`src/rtl/fetch_unit.sv`:
```
// Instruction fetch stage: owns the PC, issues reads to Memory on the X/Y/Z
// strobe frame, and captures one instruction per frame unless stalled or redirected.
module fetch_unit #(
  parameter int ADDR_W = 16,
  parameter int DATA_W = 16,
  parameter logic [ADDR_W-1:0] RESET_PC = '0
) (
  input  logic              clk,
  input  logic              rst_n,
  input  logic              cyclex,
  input  logic              cycley,
  input  logic              cyclez,
  input  logic              stall,
  input  logic              branch_valid,
  input  logic [ADDR_W-1:0] branch_target,
  input  logic [DATA_W-1:0] mem_rdata,
  output logic [ADDR_W-1:0] mem_raddr,
  output logic [DATA_W-1:0] instr,
  output logic [ADDR_W-1:0] instr_pc,
  output logic              instr_valid,
  output logic [ADDR_W-1:0] pc
);

  typedef enum logic [1:0] {
    WAIT_X,
    WAIT_Y,
    WAIT_Z
  } state_t;

  localparam logic [ADDR_W-1:0] PC_INC = 1;

  state_t            state;
  logic              pending;
  logic [ADDR_W-1:0] target;
  logic              take_branch;
  logic [ADDR_W-1:0] redirect_pc;

  // A branch arriving on the resolving cyclez edge still redirects that frame.
  assign take_branch = pending | branch_valid;
  assign redirect_pc = branch_valid ? branch_target : target;

  always_ff @(posedge clk) begin
    if (!rst_n) begin
      state       <= WAIT_X;
      pc          <= RESET_PC;
      mem_raddr   <= RESET_PC;
      instr       <= '0;
      instr_pc    <= '0;
      instr_valid <= 1'b0;
      pending     <= 1'b0;
      target      <= '0;
    end else begin
      instr_valid <= 1'b0;
      if (branch_valid) begin
        pending <= 1'b1;
        target  <= branch_target;
      end
      case (state)
        WAIT_X: begin
          if (cyclex) begin
            mem_raddr <= pc;
            state     <= WAIT_Y;
          end
        end
        WAIT_Y: begin
          if (cycley) state <= WAIT_Z;
        end
        WAIT_Z: begin
          if (cyclez) begin
            state <= WAIT_X;
            // Redirect squashes the capture and takes priority over stall.
            if (take_branch) begin
              pc      <= redirect_pc;
              pending <= 1'b0;
            end else if (!stall) begin
              instr       <= mem_rdata;
              instr_pc    <= pc;
              instr_valid <= 1'b1;
              pc          <= pc + PC_INC;
            end
          end
        end
        default: state <= WAIT_X;
      endcase
    end
  end

endmodule

```
`config.mk`:
```
export PLATFORM = sky130hd
export DESIGN_NAME = fetch_unit
export DESIGN_NICKNAME = d
export VERILOG_FILES = /design/src/rtl/fetch_unit.sv
export SDC_FILE = /design/constraint.sdc
export NUM_CORES = 1
export LEC_CHECK = 0
export ABC_AREA = 0
export CAP_MARGIN = 5
export CORE_MARGIN = 10
export CORE_UTILIZATION = 50
export CTS_CLUSTER_DIAMETER = 200
export DETAILED_ROUTE_END_ITERATION = 12
export HOLD_SLACK_MARGIN = 0.12
export PLACE_DENSITY = 0.84
export SLEW_MARGIN = 20
export SYNTH_ARGS = -nofsm -noshare
export SYNTH_HDL_FRONTEND = slang
export SYNTH_SLANG_ARGS = --single-unit
```
`constraint.sdc`:
```
create_clock -name clk -period 2.6 [get_ports clk]
set_input_delay 0.39 -clock clk [delete_from_list [all_inputs] [get_ports clk]]
set_output_delay 0.39 -clock clk [all_outputs]
set_load 0.1 [all_outputs]
```
[Word-level counts from Yosys, hierarchy flattened]
Index checks and enable logic that the tools add are counted.
Storage, ports and cells
  logic and storage cells: 39
  output and inout port bits: 65
  flip-flop bits (word level): 84
Cells by class
  reduce and logical (&&, ||, !) cells: 6
  equality and inequality tests: 6
  $add $sub $neg: 1
  bitwise operators: 6
  muxes and demuxes: 12
Operators by type and width (count)
  two-way mux 16 bit: 3
  adder 16 x 1 -> 16 bit (second input constant): 1
  two-way mux 2 bit: 3
  inequality test 2 bit (second input constant): 3
  one-hot mux 2 bit (3 select lines): 1
  AND reduction 3 bit: 2
  two-way mux 1 bit: 5
  NOT 1 bit: 5
  AND reduction 4 bit: 1
  OR reduction 4 bit: 1
  == test 2 x 1 -> 1 bit (second input constant): 1
  == test 2 bit (second input constant): 1
  logical NOT 2 bit: 1
  inequality test 2 x 1 -> 1 bit (second input constant): 1
  AND reduction 2 bit: 1
  bitwise OR 1 bit: 1

[Longest topological paths before layout]
  depth after elaboration: 4
  depth in mapped cells: 8

[Least setup slack after synthesis]
No wires, ideal clock.
  path type: flip-flop to flip-flop
  from: register pc[4]
  to: register pc[14]
  period minus slack after synthesis: 2594 ps
  path slack: 6 ps
  setup time: 81 ps
  arrival: 2513 ps
  required time: 2519 ps
  stages on the path, launching flop included: 7
  cell sequence: dfxtp_1 -> buf_2 -> and4_1 -> buf_2 -> nand3_1 -> or4b_2 -> a41oi_1
Between the ends
  cells in the longest elaborated chain, start to end: 3
Ends and longest elaborated chain
  start, declared: RTL line 21  | output logic [ADDR_W-1:0] pc
  start signal, assigned: RTL line 73  | pc <= redirect_pc;
  start signal, assigned: RTL line 79  | pc <= pc + PC_INC;
  adder 16 x 1 -> 16 bit: RTL line 79
  two-way mux 16 bit: RTL line 75  | end else if (!stall) begin
  two-way mux 16 bit: RTL line 72  | if (take_branch) begin
Every way passes these cells. The select of a mux whose other input is x is not followed.
A chain may end at the register's enable or synchronous reset.

[Final worst setup path]
  from: register pc[0]
  to: register pc[14]
The elaborated chain is that of the path after synthesis.

==> metrics <==
result of the run finished, final reports clean; first-pass GRT wire length 16530 µm; Die Ht 103.3 µm; aggregate routed wire length 10320 µm; min cycle time layout 2.149 ns; core outline area 0.006756 mm²; H-tree depth reported by CTS 3; yosys warns 0; initial core utilization 51.33%; chain of cells forming the critical path ha_1 -> and3_1 -> nand2_1 -> or4b_2 -> a41oi_1; vias post-DR 3520; post-synthesis compound-gate area fraction 18.69%; clock buffer count from CTS 9; Worst Setup Path Type reg2reg; Post-Place Worst Slack 0.2682 ns; clock insertion delay at the later pin of the skew report around 0.36 ns; register bit count reported by yosys 84; basic-gate share of the synthesized area counting and, or, nand and nor cells between 20% and 30%; Syn Std Cell Area 0.003468 mm²; post-detailed-route via-to-cell ratio between 5 and 6; total gr overflow 0; Post-synth EDFFs 0; placed wire-length estimate after detailed placement 7600 µm; worst setup slack after layout 0.4507 ns; Max stage delay cell, worst path or4b_2; max-capacitance violation count 0; setup repair after global routing missed its margin no; placement row count 30; share of synthesized registers carrying an async set or reset 0%; final setup fails 0; Reg2Reg Launch Point pc[0]; Antenna Violating Nets Remaining 0; reported leakage power 0.001773 µW; Final period util 82.67%; top cells by area, synth dfxtp_1 (48%), nand2_1 (13%), a21oi_1 (8.9%); nets@finish 569; arrival time of data at the critical path endpoint 2.43 ns; final max-slew violation count 0; routability congestion estimate from global placement about 0.88; mux share of post-synthesis cell area 3.752%; critical path's largest stage delay 0.64 ns; router iterations before antenna repair 5; remaining max-slew budget at the tightest pin about three fifths; worst hold path type reg2reg; maximum fanout encountered on the critical timing path 9; global-route usage over all layers 19.31%; Residual DRC 0; HP Start instr[4]; worst supply voltage drop on vdd 0.4668 mV; buffer depth of the longest clock path 2; fraction of the mapped netlist area in adder cells less than 1%; endpoint class of the critical path flip-flop; Yosys top cell area share 48.48%; most instantiated cells after synthesis nand2_1 (118), dfxtp_1 (84), a21oi_1 (62); xor and xnor area share after synthesis 0%; f_max 0.4653 GHz; largest family of logic cells by synthesized area simple AND/OR/NAND/NOR gates; worst clock skew roughly 0.0072 ns; maximum number of pins on one net before global-route repair 31; Die Outline Area between 0.01 and 0.015 mm²; number of resized instances in the post-cts repair step 0; gate count of the mapped netlist around 430; WL per Instance 16.83 µm; Worst setup SP type flip-flop; mean instance size in the synthesized netlist 8.010 µm²; start point of the critical path pc[0]; slew of the pin with the lowest slew margin about 0.62 ns; number of global-route vias before repair around 3500; Syn Nets about 470; number of clock sinks 84; area after detailed placement between 0.004 and 0.005 mm²; sequential element share of the synthesized area ~48%; most used flip-flop cell after synthesis dfxtp_1; CTS Root Cell clkbuf_8; Die Wd 103.3 µm; count of distinct cell types in the synthesized netlist 46; TritonCTS clock tree done; most frequent cell after synthesis nand2_1; ratio of cells with drive above 1 in the final layout 18.95%; Clock Pin Slew Worst Setup and Hold Paths 0.08 ns; final std cell area, no fill 0.004636 mm²; number of I/O port buffers 103; area grow syn2layout 33.66%; top-level port count 104; antenna diode instance count 0; summed negative setup slack over all endpoints 0 ns; Post-CTS Setup Bufs 0; antenna violations before repair 0; largest area contributor in the synthesized netlist dfxtp_1; power per cell area 557.8 mW/mm²; total of hold buffers inserted after clock tree synthesis 0; Detailed Route Iter0 Violations slightly above 300; Hold Fails Final Rpt 0; worst endpoint required time 2.88 ns
## final cells by class
cell class | count | area (µm²)
inverters | 2 | 7.507
clock inverters | 6 | 88.84
repair buffers | 120 | 996.0
multi-input cells | 312 | 1638
clock buffers | 9 | 123.9
flip-flops and latches | 84 | 1682
well taps | 80 | 100.1
fillers | 554 | 2121
## layer usage
| metal | vias to the layer above | global-route usage, % | share of wire (%) |
|---|---|---|---|
| li1 | 1689 | - | - |
| met4 | 0 | 6.631 | 2.0 |
| met5 | - | 0 | 0 |
| met1 | 1653 | 22.46 | 40 |
| met3 | 21 | 6.977 | 8.6 |
| met2 | 157 | 32.13 | 50 |
## stage by stage
step | hold WS [ns] | cells | total power (µW) | util, %
2_1_floorplan | 0.4459 | 433 | 1503 | -
3_3_place_gp | 0.4418 | 598 | 1602 | 65.46
3_5_place_dp | 0.4467 | 598 | 1608 | 65.46
4_1_cts | 0.4587 | 613 | 2594 | 68.61
5_1_grt | 0.4803 | 613 | 2682 | 68.61
6_report | 0.4572 | 613 | 2586 | 68.61
## cells by family after synthesis
logic type                 after synthesis
DFF                                     84
muxes                                   13
buffers and inverters                   37
adders and majority gates                1
and+or+nand+nor                        192
AOI/OAI and AO/OA                      106
## cell usage in the layout, fill, tap and decap left out, types with 2 or more instances in the layout
cell             netlist  routed
o31ai_1                2       2
nand2b_1               4       4
a221oi_1               4       4
nand4_1                3       3
clkinvlp_4             0       2
nor2_1                29      29
o211ai_1               3       3
nand2_1              118     118
and2_1                 3       3
a41oi_1                4       4
nand3_1                9       9
and3_1                 2       2
o311ai_0               3       3
o21ai_0                9       9
buf_4                  0      82
a22o_1                 3       3
a31oi_1                2       2
or4_1                  4       4
dfxtp_1               84      84
clkbuf_8               0       9
o31a_1                 3       3
and4_1                 3       3
o221ai_1               3       3
a22oi_1                2       2
or3_1                  3       3
a21oi_1               62      62
nor4_1                 4       4
nor3_1                 3       2
bufinv_16              0       2
clkdlybuf4s50_1        0      38
mux2i_1               13      13
## critical path, delay by kind of cell (launching register included)
| family | cells | cell delay, ns |
|---|---|---|
| simple gates | 3 | 1.09 |
| compound gates | 1 | 0.17 |
| flops | 1 | 0.54 |
| fa+ha+maj | 1 | 0.28 |
## registers in the layout (all words and copies together) (netlist names)
register	cells
instr	16
instr_pc	16
instr_valid	1
mem_raddr	16
pc	16
pending	1
state	2
target	16
## power by group
| group | leakage (µW) | internal (µW) | total [µW] | switching [µW] |
|---|---|---|---|---|
| clock network | 0.000102 | 537 | 1000 | 468 |
| registers | 0.000681 | 1310 | 1330 | 22.1 |
| logic | 0.000991 | 105 | 251 | 145 |
| total | 0.00177 | 1950 | 2590 | 635 |
## final timing paths
path | slack [ns] | endpoint | cells past startpoint
setup / recovery | 0.45 | pc[14] | 5
hold / removal | 0.46 | instr[4] | 2
setup reg to reg | 0.45 | pc[14] | 5
hold reg to reg | 0.46 | instr[4] | 2
Power figures use the tool's default switching activity.
==> RTL change (same flow settings) <==
Change the parameter `ADDR_W` from 16 to 15.
--- a/src/rtl/fetch_unit.sv
+++ b/src/rtl/fetch_unit.sv
@@ -3,3 +3,3 @@
 module fetch_unit #(
-  parameter int ADDR_W = 16,
+  parameter int ADDR_W = 15,
   parameter int DATA_W = 16,
Interface: changed (resized branch_target, instr_pc, mem_raddr and pc); port bits go from 104 to 100. No check against the original RTL was run, so the function may have changed too.
==> RTL change against the original RTL <==
Sequential cell count shrank 4. Largest cell class is now multi-input gates. Synthesized area grew 0.87%. Routed wire length shrank 7.7%. Via count shrank 7.1%. Hold slack is essentially flat. Setup slack gained 0.13 ns. Total power shrank 1.9%. Cell area grew 0.62%. Largest power group unchanged.
==> RTL change: results (changes against the original RTL) <==
GRT
  • Overall global routing resource usage: 0.174 (was 0.193)
  • Largest net degree at the start of global routing: 47 (was 31)
  • Via count of the first global-routing pass: 3141 (was 3480)
  • Wire length of the first global-routing pass: 15800 µm (was 16500 µm)

Synth
  • Synthesized instance count: 411 (was 433)
  • Synth Net Count: 450 (was 473)
  • Fraction of the yosys area taken by sequential cells: 0.458 (was 0.485)
  • Compound-cell area share of the yosys netlist: 0.213 (was 0.187)
  • Cells taking the most area after synthesis: sky130_fd_sc_hd__dfxtp_1 46%, sky130_fd_sc_hd__nand2_1 12%, sky130_fd_sc_hd__a21boi_0 9.7% (was sky130_fd_sc_hd__dfxtp_1 48%, sky130_fd_sc_hd__nand2_1 13%, sky130_fd_sc_hd__a21oi_1 8.9%)
  • Unique masters post-synth: 51 (was 46)
  • Adder-cell share of the synthesized area: 0.00358 (was 0.00361)
  • Commonest cells in the netlist: 109 x sky130_fd_sc_hd__nand2_1, 80 x sky130_fd_sc_hd__dfxtp_1, 45 x sky130_fd_sc_hd__a21boi_0 (was 118 x sky130_fd_sc_hd__nand2_1, 84 x sky130_fd_sc_hd__dfxtp_1, 62 x sky130_fd_sc_hd__a21oi_1)
  • Multiplexer area fraction after synthesis: 0.0372 (was 0.0375)

Power
  • Switching power share of the total: 0.239 (was 0.246)
  • Power attributed to sequential cells: 0.00127 W (was 0.00133 W)
  • Leak pwr: 1.79 nW (was 1.77 nW)
  • Max VDD drop: 0.000310 V (was 0.000467 V)

Routing
  • Sum of routed wire length over all layers: 9520 µm (was 10300 µm)
  • DR vias: 3270 (was 3520)
  • Drt wl/cell: 15.7 µm (was 16.8 µm)
  • DR iter-0 viols: 192 (was 304)
  • First-pass iteration count of the detailed router: 5 (unchanged)

STA
  • Smallest hold slack: 0.457 ns (about the same)
  • Clock skew: 0.0111 ns (was 0.00722 ns)
  • Crit path setup slack, layout: 0.583 ns (was 0.451 ns)
  • Count of final setup violators: 0 (unchanged)

Place
  • Placer congestion estimate: 0.902 (was 0.884)
  • Area after detailed placement: 4440 µm² (was 4420 µm²)
  • Dpl cells: 590 (was 598)
  • HPWL after detailed placement: 6930 µm (was 7600 µm)

CTS
  • Buffers inserted by post-CTS timing repair: 0 (unchanged)

Worst setup path
  • Arrival @ worst endpoint: 2.30 ns (was 2.43 ns)
  • Slack of the worst reg-to-reg path: 0.58 ns (was 0.45 ns)

Finish
  • Layout net count: 544 (was 569)
  • Layout cells sized above 1: 0.192 (was 0.189)

Run status
  • Run status: completed (unchanged)
[RTL change: changes by cell type in the layout (fill, tap and decap cells not counted), moves of 6 or more]
cell                       before  now
sky130_fd_sc_hd__a21oi_1       62   11
sky130_fd_sc_hd__a21boi_0       0   45
sky130_fd_sc_hd__nor2_1        29   11
sky130_fd_sc_hd__nor2b_1        1   15
sky130_fd_sc_hd__nand2_1      118  109
sky130_fd_sc_hd__buf_4         82   75
sky130_fd_sc_hd__a21boi_1       0    6
[RTL change: worst paths after layout]
check | startpoint | end | cells after the start
max | pc[4]$_SDFFE_PN0P_ | pc[12]$_SDFFE_PN0P_ | 4
min | instr[6]$_SDFFE_PN0P_ | instr[6]$_SDFFE_PN0P_ | 2
min reg2reg | instr[6]$_SDFFE_PN0P_ | instr[6]$_SDFFE_PN0P_ | 2
max reg2reg | pc[4]$_SDFFE_PN0P_ | pc[12]$_SDFFE_PN0P_ | 4
[RTL change: critical path, stage by stage, from the launching register on]
cell and delay (ns):
sky130_fd_sc_hd__dfxtp_1 0.53, sky130_fd_sc_hd__nand3_1 0.42, sky130_fd_sc_hd__or4_4 0.64, sky130_fd_sc_hd__o31a_1 0.25
sky130_fd_sc_hd__o22ai_1 0.11
[RTL change: cell type report]
class / count / area [µm²]
repair buffers: 113 / 948
inverters: 2 / 7.51
flip-flops and latches: 80 / 1600
clock buffers: 12 / 145
fillers: 562 / 2130
multi-input cells: 299 / 1760
well taps: 96 / 120
clock inverters: 4 / 77.6
[RTL change: layer usage]
metal,share of wire,global-route usage,up-vias
met5,0,0,-
met4,0.021,0.0837,0
met3,0.071,0.0384,18
met2,0.45,0.268,154
met1,0.45,0.225,1486
li1,-,-,1612
